**src/rtl/sd_spi_master.sv**
```systemverilog
// SPI mode-0 byte initiator for the SD card path: MSB-first shift out on mosi while sampling miso.
// Optional macro SD_SPI_SLOW_INIT_EN lets `slow` pick SLOW_DIV as the SCK half-period for card init.
module sd_spi_master #(
  parameter int DIV      = 2,
  parameter int SLOW_DIV = 64
) (
  input  logic       clk_sys,
  input  logic       reset,
  input  logic       cs_en,
  input  logic       slow,
  input  logic       tx_valid,
  input  logic [7:0] tx_data,
  output logic       tx_ready,
  output logic       rx_valid,
  output logic [7:0] rx_data,
  output logic       busy,
  output logic       sck,
  output logic       mosi,
  input  logic       miso,
  output logic       ss
);

  localparam int HMAX = (SLOW_DIV > DIV) ? SLOW_DIV : DIV;
  localparam int CW   = (HMAX > 1) ? $clog2(HMAX) : 1;
  localparam logic [CW-1:0] DIV_M1 = CW'(DIV - 1);

  typedef enum logic {IDLE, SHIFT} state_t;

  state_t        state;
  logic [CW-1:0] cnt;
  logic [3:0]    edge_cnt;
  logic [7:0]    sreg;
  // Half-period minus one, so the widest half-period still fits in CW bits.
  logic [CW-1:0] hm1;

`ifdef SD_SPI_SLOW_INIT_EN
  localparam logic [CW-1:0] SLOW_M1 = CW'(SLOW_DIV - 1);
`else
  logic unused_slow;
  assign unused_slow = slow;
  assign hm1 = DIV_M1;
`endif

  always_ff @(posedge clk_sys) begin
    if (reset) begin
      state    <= IDLE;
      cnt      <= '0;
      edge_cnt <= '0;
      sreg     <= '0;
      sck      <= 1'b0;
      mosi     <= 1'b1;
      ss       <= 1'b1;
      tx_ready <= 1'b0;
      rx_valid <= 1'b0;
      rx_data  <= '0;
      busy     <= 1'b0;
`ifdef SD_SPI_SLOW_INIT_EN
      hm1      <= DIV_M1;
`endif
    end else begin
      rx_valid <= 1'b0;
      case (state)
        IDLE: begin
          ss       <= ~cs_en;
          sck      <= 1'b0;
          mosi     <= 1'b1;
          tx_ready <= 1'b1;
          busy     <= 1'b0;
          if (tx_valid && tx_ready) begin
            sreg     <= tx_data;
            cnt      <= '0;
            edge_cnt <= '0;
            mosi     <= tx_data[7];
            busy     <= 1'b1;
            tx_ready <= 1'b0;
            state    <= SHIFT;
`ifdef SD_SPI_SLOW_INIT_EN
            hm1      <= slow ? SLOW_M1 : DIV_M1;
`endif
          end
        end
        SHIFT: begin
          // Even edge index is a rising SCK edge (sample), odd is falling (present next bit).
          if (cnt == hm1) begin
            cnt      <= '0;
            edge_cnt <= edge_cnt + 4'd1;
            if (edge_cnt == 4'd15) begin
              sck      <= 1'b0;
              mosi     <= 1'b1;
              rx_data  <= sreg;
              rx_valid <= 1'b1;
              tx_ready <= 1'b1;
              busy     <= 1'b0;
              state    <= IDLE;
            end else begin
              sck <= ~sck;
              if (!edge_cnt[0]) begin
                sreg <= {sreg[6:0], miso};
              end else begin
                mosi <= sreg[7];
              end
            end
          end else begin
            cnt <= cnt + 1'b1;
          end
        end
      endcase
    end
  end

endmodule

```
**config.mk**
```make
export PLATFORM = sky130hd
export DESIGN_NAME = sd_spi_master
export DESIGN_NICKNAME = d
export VERILOG_FILES = /design/src/rtl/sd_spi_master.sv
export SDC_FILE = /design/constraint.sdc
export NUM_CORES = 1
export LEC_CHECK = 0
export CORE_MARGIN = 1
export CORE_UTILIZATION = 40
export DETAILED_ROUTE_END_ITERATION = 8
export PLACE_DENSITY = 0.66
export SYNTH_ARGS = -nofsm -noshare
export SYNTH_HDL_FRONTEND = slang
export SYNTH_SLANG_ARGS = --single-unit
```
**constraint.sdc**
```tcl
create_clock -name clk_sys -period 1.93 [get_ports clk_sys]
set_input_delay 0.579 -clock clk_sys [delete_from_list [all_inputs] [get_ports clk_sys]]
set_output_delay 0.579 -clock clk_sys [all_outputs]
set_load 0.03 [all_outputs]
```
==> qor.yml <==
status:
  status: "finished clean"
clock_network:
  cts_tree: "done"
  cts_buffers: 5
  cts-hold-fix-buffers: 0
  cts_buffer_depth: 2
  clk_latency_ns: 0.29
  cts-root-buf: "clkbuf_8"
  path_clk_slew_ns: 0.06
  cts.sinks: 33
  htreeDepth: 2
synthesis:
  yosysSeqAreaShare: 0.427
  synth_top_area_frac: 0.427
  yosysTopAreaCell: "dfxtp_1"
  synthTopCellsByArea: "dfxtp_1 43%, mux2i_1 11%, a21oi_1 5.2%"
  synth_edf_count: 0
  synthTopCellsByCount: "33 x dfxtp_1, 20 x nor2_1, 17 x mux2i_1, 16 x a21oi_1, 8 x nand3_1"
  ys_async_sr_fraction: 0
  synth_cells: 167
  synth_warnings: 0
  syn-num-nets: 184
  synth.distinct_cells: 41
  netlist_area_um2: 1550
  ys_ff_latch: 33
  postSynthAreaPerCell_um2: 9.26
  ys.flop_type: "dfxtp_1"
  synthMostInstantiatedCell: "dfxtp_1"
floorplan:
  num_rows: 22
  start_util: 0.419
  die_area_um2: 4120
  core_um2: 3690
  ios: 28
  die_h_um: 64.2
  die_w_um: 64.2
critical_path:
  startpoint_type: "flop"
  critPathArrivalTime_ns: 1.29
  r2r_end: "sck"
  reg2regPathDepth: 6
  setup.worst_path.class: "reg2out"
  slowest_stage: "clkdlybuf4s50_1"
  cp_num_buf_inv: 1
  r2r_slack_ns: 0.14
  critPathMaxFanout: 2
  r2r-start: "cnt[1]"
  crit_path_end: "rx_data[5]"
  path_delay_family: "buffers and inverters"
  critPathRequiredTime_ns: 1.35
  critPathMaxStageDelay_ns: 0.67
  worst-path-stages: 1
  worst_setup_path_end_kind: "primary output"
  cp_cell_sequence: "clkdlybuf4s50_1"
  crit_start: "rx_data[5]"
power:
  p_sw_frac: 0.254
  p_clk_frac: 0.356
  leakage_nw: 0.793
  p_comb_frac: 0.147
  p_int_mw: 1.10
  p_switching_uw: 373
  total_power_mw: 1.47
  power_frac_seq: 0.497
  vdd_drop_max_uv: 323
  p_per_area_nw_per_um2: 732
routing:
  vias: 1366
  drtAntennaViolNets: 0
  finalWirelength_mm: 3.56
  drtIter0Drc: 64
  first_pass_iters: 4
  drt-vias-per-instance: 5.46
  drc: 0
  routedWlPerCell_um: 14.2
place:
  dp_hpwl_mm: 2.40
  gp_congestion: 0.796
  port_buffers: 26
layout:
  drive_gt1_frac: 0.139
  antenna_cells: 0
  fin_nets: 219
  area_delta_synth_final_pct: 29.9
grt:
  grt_use_total: 0.188
  antenna_found_initial: 0
  grt_pass1_wl_mm: 5.92
  grt_max_degree: 21
  overflow: 0
  grt_pass1_vias: 1393
sta:
  setup-violations-final: 0
  fin_crit_ns: 1.87
  hold_viol: 0
  slew_violations: 0
  fin_crit_sh: 0.970
  rsz0062_at_grt: "no"
  finClkSkew_ns: 0.00336
  tightest_slew_ns: 0.504
  slew-limit-headroom: 0.659
  fmax_mhz: 534
  setup_tns_ns: 0
worst_hold_path:
  hold_class: "reg2reg"
job:
  drv_cap: 0
layer usage:
layer  part of all wire  wire [um]  up-vias  global-route usage
li1                   -          -      672                   -
met1               0.43       1540      636               0.211
met2               0.49       1750       48               0.309
met3              0.051        180       10              0.0518
met4              0.025         90        0               0.128
met5                  0          0        -                   0
registers in the layout (all words and copies together), names as in the netlist:
register,cells
rx_data,8
rx_valid,1
sck,1
cnt,6
mosi,1
state,1
sreg,8
tx_ready,1
busy,1
edge_cnt,4
ss,1
cells in the final DEF (no fill, tap or decap), types with 2 or more instances in the layout:
| cell | synthesis | layout |
|---|---|---|
| nand3b_1 | 2 | 2 |
| dfxtp_1 | 33 | 32 |
| nor3_1 | 4 | 4 |
| a211oi_1 | 2 | 2 |
| a21oi_1 | 16 | 16 |
| clkdlybuf4s50_1 | 0 | 24 |
| nand3_1 | 8 | 8 |
| clkbuf_8 | 0 | 6 |
| and2_1 | 2 | 2 |
| a31oi_1 | 3 | 3 |
| o21ai_0 | 4 | 4 |
| nor2_1 | 20 | 20 |
| a311oi_1 | 6 | 6 |
| nand2_1 | 7 | 7 |
| a311oi_2 | 2 | 2 |
| mux2i_1 | 17 | 17 |
| ha_1 | 3 | 3 |
| inv_1 | 5 | 5 |
| buf_4 | 0 | 12 |
how the worst min path moves through the flow:
stage	startpoint	endpoint	cells past startpoint
5_1_grt	sck	sck	2
2_1_floorplan	edge_cnt[1]	edge_cnt[1]	2
4_1_cts	busy	busy	2
6_report	busy	busy	2
3_3_place_gp	busy	busy	2
3_5_place_dp	busy	busy	2
timing repair:
| action | in CTS | in global routing |
|---|---|---|
| resized for setup | 1 | 3 |
| endpoints found under the setup margin | 1 | 5 |
| cloned | 0 | 0 |
| pin swaps | 0 | 1 |
| endpoints found under the hold margin | 0 | 0 |
| setup buffers | 0 | 3 |
worst min-delay path, cell delays in order (launching register included):
cell and delay (ns):
dfxtp_1 0.31, o21ai_0 0.07, a211oi_1 0.07
metrics by stage:
stage                util  worst slack [ns]  hold WS (ns)  cell area (um2)  instances
floorplan               -             0.130         0.465             1550        167
global placement    0.510            0.0151         0.474             1880        240
detailed placement  0.510           -0.0328         0.482             1880        240
CTS                 0.533            0.0309         0.491             1970        247
global route        0.544           0.00839         0.527             2010        250
finish              0.544            0.0576         0.490             2010        250
logic make-up (layout without fill, tap and decap cells):
logic type | count (synthesis) | count (layout) | synth area share
multiplexers | 17 | 17 | 0.110
AO/OA/AOI/OAI | 41 | 41 | 0.187
buffers and inverters | 16 | 51 | 0.0518
flip-flops | 33 | 33 | 0.427
XOR/XNOR | 1 | 1 | 0.00566
adder cells (fa/ha/maj) | 3 | 3 | 0.0243
AND/OR/NAND/NOR | 56 | 56 | 0.194
cell type report:
class	count	area (um2)
fillers	370	1680
repair buffers	39	372
clock buffers	7	86.3
well taps	48	60.1
flip-flops and latches	33	662
multi-input cells	118	810
inverters	5	18.8
power by group through the flow:
stage	clock network (mW)	logic (mW)	registers, mW
floorplan	0	0.122	0.751
global placement	0	0.196	0.744
detailed placement	0	0.202	0.746
CTS	0.542	0.201	0.730
global route	0.577	0.235	0.734
finish	0.523	0.216	0.731
No activity file was read; power rests on OpenSTA's default activity.
